<file path="src/rtl/packet_buffer_ingress_arbiter_if.sv">
// Stream bundle between the capture ports, the ingress arbiter and packet_buffer.
// master = arbiter side (drives the merged stream and the per-port readies), slave = environment side.
interface packet_buffer_ingress_arbiter_if #(
    parameter int NUM_PORTS = 4,
    parameter int AXI_WIDTH = 64,
    parameter int ID_W      = $clog2(NUM_PORTS)
);
    logic [NUM_PORTS-1:0][AXI_WIDTH-1:0]   s_tdata_i;
    logic [NUM_PORTS-1:0][AXI_WIDTH/8-1:0] s_tkeep_i;
    logic [NUM_PORTS-1:0]                  s_tlast_i;
    logic [NUM_PORTS-1:0]                  s_tvalid_i;
    logic [NUM_PORTS-1:0]                  s_tready_o;
    logic [AXI_WIDTH-1:0]                  m_tdata_o;
    logic [AXI_WIDTH/8-1:0]                m_tkeep_o;
    logic                                  m_tlast_o;
    logic [ID_W-1:0]                       m_tuser_o;
    logic                                  m_tvalid_o;
    logic                                  m_tready_i;

    modport master (
        input  s_tdata_i, s_tkeep_i, s_tlast_i, s_tvalid_i, m_tready_i,
        output s_tready_o, m_tdata_o, m_tkeep_o, m_tlast_o, m_tuser_o, m_tvalid_o
    );

    modport slave (
        output s_tdata_i, s_tkeep_i, s_tlast_i, s_tvalid_i, m_tready_i,
        input  s_tready_o, m_tdata_o, m_tkeep_o, m_tlast_o, m_tuser_o, m_tvalid_o
    );
endinterface

</file>
<file path="src/rtl/packet_buffer_ingress_arbiter.sv">
// Packet-granular round-robin merge of NUM_PORTS capture streams into packet_buffer,
// with id tagging and truncation (plus drain) of packets longer than MAX_BEATS.
module packet_buffer_ingress_arbiter #(
    parameter int NUM_PORTS = 4,
    parameter int AXI_WIDTH = 64,
    parameter int MAX_BEATS = 191,
    parameter int ID_W      = $clog2(NUM_PORTS)
) (
    input  logic                                   clk_i,
    input  logic                                   rst_ni,
    input  logic                                   enable_i,
    packet_buffer_ingress_arbiter_if.master        bus,
    output logic                                   busy_o,
    output logic                                   trunc_pulse_o,
    output logic [15:0]                            trunc_count_o
);

    localparam int KEEP_W = AXI_WIDTH / 8;
    localparam int CNT_W  = $clog2(MAX_BEATS + 1);

    localparam logic [1:0] ST_IDLE  = 2'd0;
    localparam logic [1:0] ST_PASS  = 2'd1;
    localparam logic [1:0] ST_DRAIN = 2'd2;

    logic [1:0]           state_q;
    logic [ID_W-1:0]      grant_q;
    logic [ID_W-1:0]      last_grant_q;
    logic [CNT_W-1:0]     beat_cnt_q;
    logic [15:0]          trunc_cnt_q;
    logic                 trunc_pulse_q;

    logic [AXI_WIDTH-1:0] data_p0;
    logic [KEEP_W-1:0]    keep_p0;
    logic                 last_p0;
    logic [ID_W-1:0]      user_p0;
    logic                 vld_p0;

    logic                 load_en;
    logic                 sel_valid;
    logic                 sel_last;
    logic                 at_limit;
    logic                 pass_acc;
    logic                 drain_acc;
    logic                 trunc_evt;
    logic                 found;
    logic [ID_W-1:0]      next_grant;
    logic [ID_W-1:0]      cand;

    function automatic logic [15:0] sat_inc16(input logic [15:0] v);
        return (v == 16'hFFFF) ? v : v + 16'd1;
    endfunction

    always_comb begin
        load_en   = ~vld_p0 | bus.m_tready_i;
        sel_valid = bus.s_tvalid_i[grant_q];
        sel_last  = bus.s_tlast_i[grant_q];
        at_limit  = (beat_cnt_q == CNT_W'(MAX_BEATS - 1));
        pass_acc  = (state_q == ST_PASS) & load_en & sel_valid;
        drain_acc = (state_q == ST_DRAIN) & sel_valid;
        trunc_evt = pass_acc & ~sel_last & at_limit;
    end

    // Only the granted port is ever ready; a draining port is sunk without back-pressure.
    always_comb begin
        bus.s_tready_o = '0;
        for (int p = 0; p < NUM_PORTS; p++) begin
            bus.s_tready_o[p] = (ID_W'(p) == grant_q) &
                                (((state_q == ST_PASS) & load_en) | (state_q == ST_DRAIN));
        end
    end

    // Round-robin search starting just after the port that finished last.
    always_comb begin
        found      = 1'b0;
        next_grant = last_grant_q;
        cand       = '0;
        for (int i = 0; i < NUM_PORTS; i++) begin
            cand = ID_W'((int'(last_grant_q) + 1 + i) % NUM_PORTS);
            if (!found && bus.s_tvalid_i[cand]) begin
                found      = 1'b1;
                next_grant = cand;
            end
        end
    end

    // Stage p0: output register toward packet_buffer, plus arbitration/packet FSM.
    always_ff @(posedge clk_i or negedge rst_ni) begin
        if (!rst_ni) begin
            state_q       <= ST_IDLE;
            grant_q       <= '0;
            last_grant_q  <= ID_W'(NUM_PORTS - 1);
            beat_cnt_q    <= '0;
            trunc_cnt_q   <= '0;
            trunc_pulse_q <= 1'b0;
            data_p0       <= '0;
            keep_p0       <= '0;
            last_p0       <= 1'b0;
            user_p0       <= '0;
            vld_p0        <= 1'b0;
        end else begin
            if (load_en) begin
                vld_p0 <= pass_acc;
                if (pass_acc) begin
                    data_p0 <= bus.s_tdata_i[grant_q];
                    keep_p0 <= bus.s_tkeep_i[grant_q];
                    last_p0 <= sel_last | at_limit;
                    user_p0 <= grant_q;
                end
            end

            trunc_pulse_q <= trunc_evt;
            if (trunc_evt) begin
                trunc_cnt_q <= sat_inc16(trunc_cnt_q);
            end

            case (state_q)
                ST_IDLE: begin
                    if (enable_i && found) begin
                        grant_q <= next_grant;
                        state_q <= ST_PASS;
                    end
                end
                ST_PASS: begin
                    if (pass_acc) begin
                        if (sel_last) begin
                            state_q      <= ST_IDLE;
                            last_grant_q <= grant_q;
                            beat_cnt_q   <= '0;
                        end else if (at_limit) begin
                            state_q    <= ST_DRAIN;
                            beat_cnt_q <= '0;
                        end else begin
                            beat_cnt_q <= beat_cnt_q + CNT_W'(1);
                        end
                    end
                end
                ST_DRAIN: begin
                    if (drain_acc && sel_last) begin
                        state_q      <= ST_IDLE;
                        last_grant_q <= grant_q;
                    end
                end
                default: state_q <= ST_IDLE;
            endcase
        end
    end

    assign bus.m_tdata_o  = data_p0;
    assign bus.m_tkeep_o  = keep_p0;
    assign bus.m_tlast_o  = last_p0;
    assign bus.m_tuser_o  = user_p0;
    assign bus.m_tvalid_o = vld_p0;
    assign busy_o         = (state_q != ST_IDLE);
    assign trunc_pulse_o  = trunc_pulse_q;
    assign trunc_count_o  = trunc_cnt_q;

endmodule
</file>
<file path="src/flat_wrapper.sv">
// flat-port wrapper written by rule: the top's interface ports become plain ports
module packet_buffer_ingress_arbiter_flat 
#(
    parameter int NUM_PORTS = 4,
    parameter int AXI_WIDTH = 64,
    parameter int MAX_BEATS = 191,
    parameter int ID_W      = $clog2(NUM_PORTS)
)
  (clk_i, rst_ni, enable_i, busy_o, trunc_pulse_o, trunc_count_o, bus_s_tdata_i, bus_s_tkeep_i, bus_s_tlast_i, bus_s_tvalid_i, bus_m_tready_i, bus_s_tready_o, bus_m_tdata_o, bus_m_tkeep_o, bus_m_tlast_o, bus_m_tuser_o, bus_m_tvalid_o);
  packet_buffer_ingress_arbiter_if #(.NUM_PORTS(NUM_PORTS), .AXI_WIDTH(AXI_WIDTH), .ID_W(ID_W)) bus_i ();
  input  logic clk_i;
  input  logic rst_ni;
  input  logic enable_i;
  output logic busy_o;
  output logic trunc_pulse_o;
  output logic [15:0] trunc_count_o;
  input wire logic [$bits(bus_i.s_tdata_i)-1:0] bus_s_tdata_i;
  input wire logic [$bits(bus_i.s_tkeep_i)-1:0] bus_s_tkeep_i;
  input wire logic [$bits(bus_i.s_tlast_i)-1:0] bus_s_tlast_i;
  input wire logic [$bits(bus_i.s_tvalid_i)-1:0] bus_s_tvalid_i;
  input wire logic [$bits(bus_i.m_tready_i)-1:0] bus_m_tready_i;
  output wire logic [$bits(bus_i.s_tready_o)-1:0] bus_s_tready_o;
  output wire logic [$bits(bus_i.m_tdata_o)-1:0] bus_m_tdata_o;
  output wire logic [$bits(bus_i.m_tkeep_o)-1:0] bus_m_tkeep_o;
  output wire logic [$bits(bus_i.m_tlast_o)-1:0] bus_m_tlast_o;
  output wire logic [$bits(bus_i.m_tuser_o)-1:0] bus_m_tuser_o;
  output wire logic [$bits(bus_i.m_tvalid_o)-1:0] bus_m_tvalid_o;
  assign bus_i.s_tdata_i = bus_s_tdata_i;
  assign bus_i.s_tkeep_i = bus_s_tkeep_i;
  assign bus_i.s_tlast_i = bus_s_tlast_i;
  assign bus_i.s_tvalid_i = bus_s_tvalid_i;
  assign bus_i.m_tready_i = bus_m_tready_i;
  assign bus_s_tready_o = bus_i.s_tready_o;
  assign bus_m_tdata_o = bus_i.m_tdata_o;
  assign bus_m_tkeep_o = bus_i.m_tkeep_o;
  assign bus_m_tlast_o = bus_i.m_tlast_o;
  assign bus_m_tuser_o = bus_i.m_tuser_o;
  assign bus_m_tvalid_o = bus_i.m_tvalid_o;
  packet_buffer_ingress_arbiter #(.NUM_PORTS(NUM_PORTS), .AXI_WIDTH(AXI_WIDTH), .MAX_BEATS(MAX_BEATS), .ID_W(ID_W)) u_core (.clk_i(clk_i), .rst_ni(rst_ni), .enable_i(enable_i), .bus(bus_i), .busy_o(busy_o), .trunc_pulse_o(trunc_pulse_o), .trunc_count_o(trunc_count_o));
endmodule
</file>
<file path="config.mk">
export PLATFORM = sky130hd
export DESIGN_NAME = packet_buffer_ingress_arbiter_flat
export DESIGN_NICKNAME = d
export VERILOG_FILES = /design/src/rtl/packet_buffer_ingress_arbiter_if.sv /design/src/rtl/packet_buffer_ingress_arbiter.sv /design/src/flat_wrapper.sv
export SDC_FILE = /design/constraint.sdc
export NUM_CORES = 1
export LEC_CHECK = 0
export CORE_AREA = 4 4 154 156
export DETAILED_ROUTE_END_ITERATION = 10
export DIE_AREA = 0 0 158 160
export GPL_TIMING_DRIVEN = 0
export PLACE_DENSITY = 0.72
export SYNTH_ARGS = -nofsm -noshare
export SYNTH_HDL_FRONTEND = slang
export SYNTH_SLANG_ARGS = --single-unit
</file>
<file path="constraint.sdc">
create_clock -name clk_i -period 2.1 [get_ports clk_i]
set_clock_uncertainty 0.05 [all_clocks]
set_input_delay 0.21 -clock clk_i [delete_from_list [all_inputs] [get_ports clk_i]]
set_output_delay 0.21 -clock clk_i [all_outputs]
set_load 0.05 [all_outputs]
</file>
==> flow_summary_export.csv <==
group,metric,value,unit
finish,final_cells,1135,
setup_path,cp.required,2.30,ns
setup_path,r2r_cells,6,
setup_path,crit_fanout,8,
global_routing,grt_max_degree,55,
synthesis,synth.cell_area,0.00625,mm²
sta,final-hold-violation-count,0,
finish,layout_commonest_cell,"clkdlybuf4s50_1",
global_routing,grt_use_total,0.182,
global_routing,grt_pass1_vias,6003,
setup_path,crit_path_end_kind,"flip-flop",
synthesis,synth_nets,729,
sta,drv_slew,0,
sta,worst_pin_slew,0.627,ns
placed_design,place_congestion,0.850,
floorplan,die_h,160,µm
setup_path,reg2reg_from,"u_core.grant_q[1]",
sta,fmax,491,MHz
placed_design,dpl_cell_area,0.0106,mm²
finish,num-nets-final,1147,
synthesis,netlist_instances,426,
cts,cts_tree,"built",
cts,clkTransAtPathRegs,0.09,ns
worst_hold_path,min_path_type,"in -> async",
drt,drt_drc_violations_left,0,
drt,drt.antenna.violating_nets,0,
floorplan,dieWidth,158,µm
drt,drt-wirelength-per-cell,21.0,µm
finish,mostFrequentLayoutCells,"clkdlybuf4s50_1, dfrtp_1, mux4_2",
cts,cts-htree-levels,3,
synthesis,yosysUniqueCellTypes,39,
synthesis,yosys_warnings,0,
drt,vias_per_cell,4.86,
synthesis,yosysSeqAreaShare,0.429,
synthesis,synth_edf_count,0,
finish,multi_input_area,0.00344,mm²
finish,register_area,0.00269,mm²
floorplan,core_area,0.0224,mm²
drt,vias,5515,
setup_path,worstPathArrival,2.24,ns
sta,max-slew-margin-rel,0.582,
placed_design,portBuffers,397,
global_routing,antenna_found_initial,1,
synthesis,ys_async_sr_fraction,1.00,
finish,nFillCells,1953,
drt,drtIter0Drc,230,
finish,area_delta_synth_final,78.9,%
drt,drt_wl_total,23800,µm
global_routing,overflow,0,
floorplan,boundaryPins,398,
run,drv_cap,0,
cts,clock_latency,0.36,ns
synthesis,synth-seq-cells,107,
sta,holdWs,0.316,ns
power_and_ir_drop,powerDensity,1420,mW/mm²
setup_path,worstSetupStartpoint,"u_core.grant_q[1]",
synthesis,synth_flop_cell,"dfrtp_1",
sta,final.period_utilization,0.970,
setup_path,cp-endpoint,"u_core.bus.m_tdata_o[37]",
finish,final_area,0.0112,mm²
placed_design,dp.cells,1109,
cts,root_buffer,"clkbuf_16",
setup_path,r2r_end,"u_core.bus.m_tdata_o[37]",
floorplan,die_area,0.0253,mm²
power_and_ir_drop,p_leak,4.38,nW
finish,drive_above_1_share,0.264,
finish,final_util,0.500,
sta,setup_violations,0,
setup_path,reg2reg_slack,0.06,ns
setup_path,cp-start-kind,"flip-flop",
placed_design,place_hpwl,19100,µm
cts,cts_sinks,107,
run_status,status,"complete, no violations",
setup_path,crit_type,"reg -> reg",
floorplan,rows,55,
power_and_ir_drop,ir_drop,0.000725,V
global_routing,grt_pass1_wl,34700,µm
sta,fin_crit,2.04,ns
synthesis,syn_avg_cell_area,14.7,µm²
cts,clk_path_buf_depth,2,
drt,firstDrtPassIters,4,
floorplan,start_util,0.279,
cts,cts_buffers,9,
==> layout make-up <==
type / count / area share
repair buffers: 409 / 0.368
multi-input cells: 284 / 0.308
flip-flops and latches: 107 / 0.240
well taps: 285 / 0.0319
plain buffers: 27 / 0.0213
clock buffers: 9 / 0.0201
clock inverters: 7 / 0.00795
inverters: 6 / 0.00201
diodes: 1 / 0.000224
==> cells in the mapped netlist, types with 2 or more instances <==
master	number	area, µm²
and2_1	2	12.5
nor2_1	22	82.6
ha_1	3	37.5
nand2_1	26	97.6
xnor2_1	14	123
nor3_1	3	15.0
and3_1	5	31.3
and4b_1	2	20.0
dfstp_2	2	52.6
buf_1	3	11.3
nand2b_1	4	25.0
nand3_1	11	55.1
mux2_4	16	240
inv_1	6	22.5
buf_6	4	45.0
mux4_2	75	1690
dfrtp_1	105	2630
a21oi_1	5	25.0
nor2b_1	5	31.3
nand4_1	9	56.3
clkbuf_1	10	37.5
o21ai_0	2	10.0
nor4_1	2	12.5
xor2_1	4	35.0
mux2_2	60	676
and4_1	2	17.5
buf_2	12	60.1
==> cells by family after synthesis <==
logic type	after synthesis	share of synthesized area
DFF	107	0.429
and+or+nand+nor	96	0.0767
adders and majority gates	3	0.00601
buffers and inverters	35	0.0282
xor gates and xnor gates	18	0.0252
AOI/OAI and AO/OA	15	0.0166
muxes	152	0.418
==> metrics by stage <==
stage | TNS [ns] | power [mW] | setup WS, ns
final | 0 | 15.9 | 0.0623
after global routing | -0.00223 | 16.7 | -0.00223
after CTS | -0.389 | 15.9 | -0.0290
after detailed placement | -30.60 | 13.8 | -1.00
after global placement | -409.92 | 13.7 | -3.99
after floorplan | 0 | 10.4 | 0.0198
==> metal layers <==
layer | up-vias | share of wire | global-route usage
met3 | 20 | 0.085 | 0.0523
met4 | 0 | 0.013 | 0.0427
met5 | - | 0 | 0
li1 | 2486 | - | -
met2 | 252 | 0.53 | 0.338
met1 | 2757 | 0.37 | 0.202
==> critical path: stages, from the launching register on <==
cell and delay, ns:
dfrtp_1 0.38, buf_12 0.12, mux4_2 0.51, and3_4 0.25, buf_12 0.16, clkbuf_16 0.16
mux2_4 0.29
==> repair_timing <==
action / CTS / global route
hold endpoints to repair: 53 / 0
setup endpoints to repair: 90 / 39
setup buffers: 4 / 4
resized for setup: 52 / 12
hold buffers: 1 / 0
cloned: 0 / 2
==> flip-flops by register name (all words and copies together), names as in the netlist <==
register / flops
u_core.state_q: 2
u_core.bus.m_tlast_o: 1
u_core.bus.m_tkeep_o: 8
u_core.bus.m_tdata_o: 64
u_core.bus.m_tuser_o: 2
u_core.beat_cnt_q: 8
u_core.trunc_pulse_o: 1
u_core.trunc_count_o: 16
u_core.bus.m_tvalid_o: 1
u_core.grant_q: 2
u_core.last_grant_q: 2
==> worst min path at each step <==
stage                                           to  depth (start not counted)                    start
after floorplan               u_core.beat_cnt_q[0]                          0                   rst_ni
after global placement     u_core.bus.m_tuser_o[0]                          2  u_core.bus.m_tuser_o[0]
after detailed placement  u_core.bus.m_tdata_o[45]                          1                   rst_ni
after CTS                 u_core.bus.m_tdata_o[45]                          2                   rst_ni
after global routing      u_core.bus.m_tdata_o[45]                          2                   rst_ni
final                     u_core.bus.m_tdata_o[45]                          2                   rst_ni
==> where the power goes <==
group | leakage, nW | total (mW) | internal, mW | switching (mW)
logic | 2.93 | 10.6 | 4.98 | 5.66
clock network | 0.152 | 1.79 | 0.861 | 0.932
registers | 1.30 | 3.42 | 2.94 | 0.479
total | 4.38 | 15.9 | 8.79 | 7.07
No activity file was read; power rests on OpenSTA's default activity.
==> RTL change (same flow settings) <==
`NUM_PORTS` is set to 4 in 3 places; all go to 2.
--- a/src/rtl/packet_buffer_ingress_arbiter_if.sv
+++ b/src/rtl/packet_buffer_ingress_arbiter_if.sv
@@ -2,5 +2,5 @@
 // master = arbiter side (drives the merged stream and the per-port readies), slave = environment side.
 interface packet_buffer_ingress_arbiter_if #(
-    parameter int NUM_PORTS = 4,
+    parameter int NUM_PORTS = 2,
     parameter int AXI_WIDTH = 64,
     parameter int ID_W      = $clog2(NUM_PORTS)
--- a/src/rtl/packet_buffer_ingress_arbiter.sv
+++ b/src/rtl/packet_buffer_ingress_arbiter.sv
@@ -2,5 +2,5 @@
 // with id tagging and truncation (plus drain) of packets longer than MAX_BEATS.
 module packet_buffer_ingress_arbiter #(
-    parameter int NUM_PORTS = 4,
+    parameter int NUM_PORTS = 2,
     parameter int AXI_WIDTH = 64,
     parameter int MAX_BEATS = 191,
--- a/src/flat_wrapper.sv
+++ b/src/flat_wrapper.sv
@@ -2,5 +2,5 @@
 module packet_buffer_ingress_arbiter_flat 
 #(
-    parameter int NUM_PORTS = 4,
+    parameter int NUM_PORTS = 2,
     parameter int AXI_WIDTH = 64,
     parameter int MAX_BEATS = 191,
Interface: changed (6 resized); port bits go from 398 to 247. The function was not compared with the original's and may differ.
==> RTL change against the original RTL <==
Sequential cell count fell by 3. Combinational power is 33% lower. Worst hold slack improved by 65 ps. Routed wire length shrank 30%. Global-route usage fell by 5.0 points. Setup slack worse by 25 ps. Power down 23%. Critical path depth down 1. Cell count fell by 7.8%. Clock power up 5%. Design area shrank 25%. Area after synthesis is 22% lower.
==> RTL change: results (changes against the original RTL) <==
routing:
  met2_length_um: 8100  # -36%
  drt-met1-wl_um: 6720  # -23%
  drt_iter0_markers: 146  # -37%
  detail_route.wirelength_um: 16800  # -30%
  dr_wl_met3_um: 1600  # -21%
  top_layer_used: "met4"
  viasPerCell: 4.39  # -9.6%
worst_setup_path:
  crit_slowest_cell: "or4_4"
  crit_family: "simple AND/OR/NAND/NOR gates"
  path_max_fanout: 5  # -3
  cpPeakStageDelay_ps: 570  # +60 ps
cts:
  cts_setup_buffers: 10  # +6
  clk_latency_ps: 350
logic_synthesis:
  synthTopCellsByArea: "dfrtp_1, mux2i_1, o21ai_0"
  synth_fa_ha_area_frac: 0.00767  # +0.00167
  syn_nets: 639  # -12%
  synth_xor_area_frac: 0.0251  # -0.000155
  syn_inst: 484  # +14%
  ys_types: 41  # +5.1%
  yosysSeqAreaShare: 0.532  # +0.104
placed_design:
  dp.cells: 1016  # -8.4%
  pre_cts_ws_ps: -1020  # -17.2 ps
  gp_congestion: 0.813  # -4.4%
  placed_cell_area_sq_um: 7770  # -27%
  dp_hpwl_um: 12900  # -32%
  portBuffers: 246  # -38%
grt:
  grt_pass1_wl_um: 26000  # -25%
  use_met2: 0.217  # -0.120
  track_usage: 0.131  # -0.0505
  grt_use_met3: 0.0469  # -0.00542
  grt_use_met1: 0.157  # -0.0452
  grt_max_degree: 57  # +3.6%
  grt_pass1_vias: 4813  # -20%
power_and_ir_drop:
  pg_clk_w: 0.00188  # +5%
  p_comb_w: 0.00714  # -33%
  p_leak_nw: 3.57  # -19%
  power_per_cell_area_nw_per_um2: 1460  # +3.0%
cells_and_area:
  n_fill_cell: 2261  # +16%
  multi_input_area_sq_um: 2230  # -35%
  buffers: 287  # -34%
  drive_gt1_frac: 0.105  # -0.159
  seq_share: 0.314  # +0.0732
  fin_nets: 910  # -21%
  nonClkBufAreaFrac: 0.332  # -0.0578
  multi_input_cells: 343  # +21%
  inverters: 10  # +4
  final_util: 0.373  # -0.127
  seq_cell_count: 104  # -2.8%
status:
  status: "completed"
sta:
  worstMarginPinSlew_ps: 872  # +245 ps
RTL change: changes by cell type after synthesis, moves of 5 or more:
cell and change:
buf_2 -10, clkbuf_1 +10, mux2_2 -57, mux2_4 -16, mux2i_1 +72, mux4_2 -75
nand2_1 +63, nor2_1 -6, o21ai_0 +81, xnor2_1 -9, xor2_1 +5
RTL change: worst reg2reg max path, cell delays in order (launching register included):
cell	delay (ps)
dfrtp_2	410
nand4_1	200
or4_4	580
o2111ai_4	230
buf_6	170
mux2_2	330
RTL change: worst paths after layout:
path / start / end / slack (ps)
max reg2reg: u_core.trunc_count_o[6] / u_core.trunc_count_o[1] / 40
min: rst_ni / u_core.trunc_count_o[15] / 380
max in group asynchronous: rst_ni / u_core.bus.m_tdata_o[41] / 900
min in group clk_i: u_core.bus.m_tdata_o[10] / u_core.bus.m_tdata_o[10] / 430
min reg2reg: u_core.bus.m_tdata_o[10] / u_core.bus.m_tdata_o[10] / 430
max: u_core.trunc_count_o[6] / u_core.trunc_count_o[1] / 40
